===== src/rtl/encoder_pkg.sv =====
// encoder_pkg: shared mode codes, register offsets and Gray step decode for the encoder bank
package encoder_pkg;
  localparam logic [1:0] MODE_X4 = 2'd0;
  localparam logic [1:0] MODE_X2 = 2'd1;
  localparam logic [1:0] MODE_X1 = 2'd2;
  localparam logic [1:0] MODE_OFF = 2'd3;
  localparam logic [1:0] STEP_NONE = 2'b00;
  localparam logic [1:0] STEP_UP = 2'b01;
  localparam logic [1:0] STEP_DN = 2'b11;
  function automatic int CHANGED_ADDR(int n);
    return n;
  endfunction
  function automatic int MODE_ADDR(int n);
    return n + 1;
  endfunction
  // Forward Gray order is 00->01->11->10->00; double-bit jumps decode as no step
  function automatic logic [1:0] step_dir(logic [1:0] p, logic [1:0] n);
    case ({p, n})
      4'b0001, 4'b0111, 4'b1110, 4'b1000: return STEP_UP;
      4'b0010, 4'b1011, 4'b1101, 4'b0100: return STEP_DN;
      default: return STEP_NONE;
    endcase
  endfunction
endpackage


===== src/rtl/quad_channel.sv =====
// quad_channel: one encoder channel with synchroniser, debounce, decode and position counter
module quad_channel
  import encoder_pkg::*;
#(
  parameter int POS_W = 16,
  parameter int DEBOUNCE = 4
) (
  input  logic             clk,
  input  logic             rst,
  input  logic             a,
  input  logic             b,
  input  logic [1:0]       mode,
  input  logic             we,
  input  logic [31:0]      wdata,
  input  logic [3:0]       byte_en,
  output logic [POS_W-1:0] pos,
  output logic             step
);
  localparam int CW = DEBOUNCE > 1 ? $clog2(DEBOUNCE) : 1;
  logic [1:0] s1, s2, deb, prev, dir;
  logic [CW-1:0] cnt;
  logic [POS_W-1:0] wpos;
  logic unused;
  assign unused = ^{wdata, byte_en};
  // Decode the debounced transition and filter it by counting mode
  always_comb begin
    dir = step_dir(prev, deb);
    step = dir != STEP_NONE && (mode == MODE_X4 || (mode == MODE_X2 && deb[1] == deb[0]) || (mode == MODE_X1 && deb == 2'b00));
  end
  // Byte-lane merge of a register write into the current position
  always_comb begin
    wpos = pos;
    for (int i = 0; i < POS_W; i++) wpos[i] = byte_en[i/8] ? wdata[i] : pos[i];
  end
  // Two-flop synchroniser and stability filter; a change of the synced value restarts the count
  always_ff @(posedge clk) begin
    if (rst) begin
      s1 <= 2'b00;
      s2 <= 2'b00;
      deb <= 2'b00;
      prev <= 2'b00;
      cnt <= '0;
    end else begin
      s1 <= {a, b};
      s2 <= s1;
      prev <= deb;
      if (s2 == deb) cnt <= '0;
      else if (cnt == CW'(DEBOUNCE - 1)) begin
        deb <= s2;
        cnt <= '0;
      end else cnt <= (s1 != s2) ? '0 : cnt + 1'b1;
    end
  end
  // Position counter; a register write overrides a coincident step
  always_ff @(posedge clk) begin
    if (rst) pos <= '0;
    else if (we) pos <= wpos;
    else if (step) pos <= (dir == STEP_UP) ? pos + 1'b1 : pos - 1'b1;
  end
endmodule


===== src/rtl/encoder_bank.sv =====
// encoder_bank: bank of quadrature encoder channels behind a 32-bit register port
module encoder_bank
  import encoder_pkg::*;
#(
  parameter int NUM_ENC = 8,
  parameter int POS_W = 16,
  parameter int DEBOUNCE = 4,
  parameter int ADDR_W = $clog2(NUM_ENC + 2)
) (
  input  logic              clk,
  input  logic              rst,
  input  logic [3:0]        reg_we,
  input  logic [ADDR_W-1:0] reg_addr,
  input  logic [31:0]       reg_data,
  output logic [31:0]       reg_q,
  input  logic [NUM_ENC-1:0] enc_a,
  input  logic [NUM_ENC-1:0] enc_b
);
  localparam int MW = 2 * NUM_ENC;
  logic [NUM_ENC-1:0] steps, changed, clr;
  logic [MW-1:0] mode, mode_n;
  logic [31:0] pos_ext [NUM_ENC];
  for (genvar k = 0; k < NUM_ENC; k++) begin : g_ch
    logic [POS_W-1:0] pos;
    quad_channel #(.POS_W(POS_W), .DEBOUNCE(DEBOUNCE)) u_ch (
      .clk(clk),
      .rst(rst),
      .a(enc_a[k]),
      .b(enc_b[k]),
      .mode(mode[2*k+:2]),
      .we(|reg_we && reg_addr == ADDR_W'(k)),
      .wdata(reg_data),
      .byte_en(reg_we),
      .pos(pos),
      .step(steps[k])
    );
    assign pos_ext[k] = 32'(pos);
  end
  // Write-1-to-clear mask for CHANGED and byte-lane merge for MODE
  always_comb begin
    clr = '0;
    mode_n = mode;
    for (int i = 0; i < NUM_ENC; i++) clr[i] = reg_addr == ADDR_W'(CHANGED_ADDR(NUM_ENC)) && reg_we[i/8] && reg_data[i];
    for (int i = 0; i < MW; i++) mode_n[i] = (reg_addr == ADDR_W'(MODE_ADDR(NUM_ENC)) && reg_we[i/8]) ? reg_data[i] : mode[i];
  end
  // Control registers; a new count beats a concurrent clear
  always_ff @(posedge clk) begin
    if (rst) begin
      changed <= '0;
      mode <= '0;
    end else begin
      changed <= (changed & ~clr) | steps;
      mode <= mode_n;
    end
  end
  // Read mux; unmapped addresses read zero
  always_comb begin
    reg_q = '0;
    for (int i = 0; i < NUM_ENC; i++) if (reg_addr == ADDR_W'(i)) reg_q = pos_ext[i];
    if (reg_addr == ADDR_W'(CHANGED_ADDR(NUM_ENC))) reg_q = 32'(changed);
    if (reg_addr == ADDR_W'(MODE_ADDR(NUM_ENC))) reg_q = 32'(mode);
  end
endmodule


===== config.mk =====
export PLATFORM = sky130hd
export DESIGN_NAME = encoder_bank
export DESIGN_NICKNAME = d
export VERILOG_FILES = /design/src/rtl/encoder_pkg.sv /design/src/rtl/quad_channel.sv /design/src/rtl/encoder_bank.sv
export SDC_FILE = /design/constraint.sdc
export NUM_CORES = 1
export LEC_CHECK = 0
export ABC_AREA = 1
export CAP_MARGIN = 25
export CORE_UTILIZATION = 35
export DETAILED_ROUTE_END_ITERATION = 10
export SYNTH_ARGS = -nofsm -noshare
export SYNTH_HDL_FRONTEND = slang
export SYNTH_SLANG_ARGS = --single-unit

===== constraint.sdc =====
create_clock -name clk -period 8.86 [get_ports clk]
set_input_delay 2.658 -clock clk [delete_from_list [all_inputs] [get_ports clk]]
set_output_delay 2.658 -clock clk [all_outputs]
set_load 0.03 [all_outputs]

==> metrics, run 1 <==
gate family responsible for the most delay along the worst path=buffers and inverters; synthesized area=18800 um^2; Crit Path Max Fanout=14; CTS Sinks=232; number of DRC violations after detailed-routing iteration 0=1587; share of the synthesized area in compound gates (AO/OA/AOI/OAI)=16.6%; reported max-cap violation count=0; number of max-slew violations in the final report=0; setup repair after global routing missed its margin=false; port buffer count=57; count of distinct cell types in the synthesized netlist=36; length of routed met3 wiring=3990 um; overall fraction of global-route tracks in use=22.5%; max-slew headroom at the worst pin=30.4%; clock tree root buffer cell=sky130_fd_sc_hd__clkbuf_16; measured slew at the worst slew-check pin=1040 ps; Crit. End Element=output port; number of placement rows=84; critical path data required time=6200 ps; Routed Antenna Nets=0; worst path buffer plus inverter count=3; detailed route wirelength on metal2=25900 um; total setup violations reported at the end of the flow=0; number of iterations in the first detailed-routing pass=10; fraction of the mapped netlist area in simple logic gates=32.9%; Syn. warnings=0; Starting Density=35.6%; synthesized area divided by synthesized cell count=6.06 um^2; height of the die=234 um; fmax=124 MHz; combinational family with the most area after synthesis=simple AND/OR/NAND/NOR gates; wire length of the first global-routing pass=97100 um; power per unit of standard cell area=138 nW/um^2; Die Outline Area=54700 um^2; weighted congestion reported at the end of routability-driven placement=0.963; Layout Cells excl Fill=3825; Final Critical Period=8070 ps; H-tree levels=1; Inserted Diodes=0; Cells after Synth=3107; adder-cell area share of the yosys netlist=12.0%; Die X=234 um; Crit Path Class=input port to output port; aggregate routed wire length=61700 um; Max Clock Skew=10.4 ps; maximum cell stage delay along the critical path=660 ps; post-synthesis sequential element count=232; IR Drop Worst-Case VDD=129 uV; clock tree from TritonCTS=yes; cell types occupying the most area after synthesis=sky130_fd_sc_hd__dfxtp_1, sky130_fd_sc_hd__nand2_1, sky130_fd_sc_hd__ha_1; topmost layer with routed signal wires=met4; hold-fix buffers at CTS=0; clock latency on the worst-skew pair=560 ps; initial antenna violation count=0; Leakage Power=10.5 nW; buffer count from post-CTS setup fixing=0; XOR/XNOR share of the synthesized area=2.74%; area used by multi-input combinational logic=12200 um^2; kind of start point of the critical path=input port; post-route clock period utilization=91.1%; fraction of final layout cells sized beyond drive strength 1=3.00%; final-stage net count=3352; Clock Path Buffers=3; cell count after placement=3776; setup slack on the worst flop-to-flop path=5130 ps; sequence of cells on the critical path=clkdlybuf4s50_1 -> nand2_1 -> nor2_2 -> inv_1 -> o21ai_0 -> o21ai_0 -> clkdlybuf4s50_1; I/O pin count=90; register area share after synthesis=24.7%; Remaining Overflow, GRT=0; area growth from synthesis to layout=10.9%; Worst-path clk slew=60 ps; length of routed wiring on met1=29800 um; class of the most critical hold timing path=flop to flop; pin count of the biggest net entering global routing=82; core area=52900 um^2; mean routed wirelength per cell=16.1 um; Synth top area share=24.7%; cell at the slowest stage of the critical path=sky130_fd_sc_hd__clkdlybuf4s50_1; placed wire-length estimate=47000 um; register cell area after layout=4640 um^2; run status=complete, but fails checks; total power draw=2.88 mW; post-cts sizing count=0; number of global-route vias before repair=17500; Inserted Clock Buffers=28; endpoints failing hold=0; Avg Vias per Cell=5.02; violations in the final reports=DRC; filler instances=5809; total negative setup slack=0 ps; Remaining DRCs=7; routed via count=19200; portion of netlist area occupied by mux cells=0%; post-synthesis cell type with the largest combined area=sky130_fd_sc_hd__dfxtp_1; critical path data arrival time=5410 ps
per-stage QoR:
step | util, % | worst slack, ps | instance area [um^2] | hold WS [ps]
floorplan | - | 2160 | 18900 | 399
global placement | 37.6 | 831 | 19900 | 411
detailed placement | 37.6 | 839 | 19900 | 413
CTS | 39.5 | 838 | 20900 | 424
global route | 39.5 | 638 | 20900 | 436
finish | 39.5 | 788 | 20900 | 419
cell usage after synthesis:
cell	number
sky130_fd_sc_hd__buf_2	21
sky130_fd_sc_hd__nor3_1	19
sky130_fd_sc_hd__nor2_2	2
sky130_fd_sc_hd__o311ai_0	8
sky130_fd_sc_hd__nor2_1	289
sky130_fd_sc_hd__o21ai_0	235
sky130_fd_sc_hd__nand2_1	928
sky130_fd_sc_hd__nand2_2	18
sky130_fd_sc_hd__clkbuf_1	48
sky130_fd_sc_hd__buf_1	7
sky130_fd_sc_hd__o21ai_1	2
sky130_fd_sc_hd__o22ai_1	13
sky130_fd_sc_hd__ha_1	168
sky130_fd_sc_hd__fa_1	8
sky130_fd_sc_hd__xor2_1	45
sky130_fd_sc_hd__a31oi_1	23
sky130_fd_sc_hd__nand3b_1	6
sky130_fd_sc_hd__inv_1	415
sky130_fd_sc_hd__dfxtp_1	232
sky130_fd_sc_hd__inv_2	11
sky130_fd_sc_hd__nand4_1	41
sky130_fd_sc_hd__nand3_1	194
sky130_fd_sc_hd__o21bai_1	11
sky130_fd_sc_hd__conb_1	1
sky130_fd_sc_hd__nand3_2	3
sky130_fd_sc_hd__buf_6	1
sky130_fd_sc_hd__buf_4	19
sky130_fd_sc_hd__or2_2	4
sky130_fd_sc_hd__a22oi_1	2
sky130_fd_sc_hd__xnor2_1	14
sky130_fd_sc_hd__and2_1	5
sky130_fd_sc_hd__clkinv_1	4
sky130_fd_sc_hd__nor2_4	3
sky130_fd_sc_hd__a211oi_1	8
sky130_fd_sc_hd__nor3_4	1
sky130_fd_sc_hd__a21oi_1	298
worst reg2reg max path: stages, from the launching register on:
cell and delay, ps:
sky130_fd_sc_hd__dfxtp_1 430, sky130_fd_sc_hd__inv_1 110, sky130_fd_sc_hd__ha_1 440, sky130_fd_sc_hd__nand2_1 110
sky130_fd_sc_hd__nand2_1 80, sky130_fd_sc_hd__nand2_1 60, sky130_fd_sc_hd__nand2_1 240, sky130_fd_sc_hd__nand2_1 550
sky130_fd_sc_hd__ha_1 600, sky130_fd_sc_hd__nand2_1 120, sky130_fd_sc_hd__nor2_1 100, sky130_fd_sc_hd__nand2_1 60
sky130_fd_sc_hd__nand2_1 200, sky130_fd_sc_hd__nand2_1 80, sky130_fd_sc_hd__nand2_1 80, sky130_fd_sc_hd__xor2_1 210
sky130_fd_sc_hd__nand2_1 80, sky130_fd_sc_hd__a21oi_1 130
placed cells by master, fill, tap and decap left out, drive strengths merged, types with 9 or more instances in the layout:
| master | instances |
|---|---|
| nand4 | 41 |
| clkdlybuf4s50 | 56 |
| inv | 426 |
| a21oi | 298 |
| nor3 | 20 |
| nand2 | 946 |
| nand3 | 197 |
| clkinv | 9 |
| xnor2 | 14 |
| clkbuf | 40 |
| a31oi | 23 |
| o22ai | 13 |
| o21ai | 237 |
| ha | 168 |
| dfxtp | 232 |
| xor2 | 45 |
| conb | 16 |
| o21bai | 11 |
| nor2 | 294 |
worst paths after layout:
check / from / endpoint / cells after the start
setup / recovery: reg_addr[0] / reg_q[9] / 7
hold / removal: g_ch[2].u_ch.cnt[0] / g_ch[2].u_ch.cnt[0] / 1
setup reg to reg: g_ch[3].u_ch.deb[0] / g_ch[3].u_ch.pos[11] / 17
hold reg to reg: g_ch[2].u_ch.cnt[0] / g_ch[2].u_ch.cnt[0] / 1
cell families after synthesis:
| group | count (synthesis) |
|---|---|
| adders and majority gates | 176 |
| other | 1 |
| xor gates and xnor gates | 59 |
| and+or+nand+nor | 1513 |
| AOI/OAI and AO/OA | 600 |
| buffers and inverters | 526 |
| DFF | 232 |
metal layers:
metal | global-route usage [%] | vias to the layer above
li1 | - | 10000
met1 | 32.5 | 8541
met2 | 34.6 | 537
met3 | 2.53 | 98
met4 | 7.26 | 0
met5 | 0 | -
power by group:
| part | total (mW) | switching (mW) | internal [mW] |
|---|---|---|---|
| logic | 0.544 | 0.360 | 0.184 |
| registers | 1.09 | 0.0270 | 1.07 |
| clock network | 1.24 | 0.474 | 0.768 |
area by class of cell:
type	count	area share [%]
flip-flops and latches	232	22.2
well taps	688	4.12
clock inverters	9	0.725
multi-input cells	2364	58.3
repair buffers	62	2.90
inverters	430	7.74
clock buffers	40	4.01
flip-flops by register name, summed over array words and instances (netlist names):
register        count
changed             8
g_ch.u_ch.cnt      16
g_ch.u_ch.deb      16
g_ch.u_ch.pos     128
g_ch.u_ch.prev     16
g_ch.u_ch.s1       16
g_ch.u_ch.s2       16
mode               16
(Power assumes the default switching activity.)
==> run 2: changes to the inputs <==
--- a/config.mk
+++ b/config.mk
@@ -9,6 +9,7 @@
 export CAP_MARGIN = 25
 export CORE_UTILIZATION = 35
 export DETAILED_ROUTE_END_ITERATION = 10
+export SKIP_LAST_GASP = 1
 export SYNTH_ARGS = -nofsm -noshare
 export SYNTH_HDL_FRONTEND = slang
 export SYNTH_SLANG_ARGS = --single-unit
==> results of run 2 <==
Final layout, timing and power as in run 1 (identical DEF).
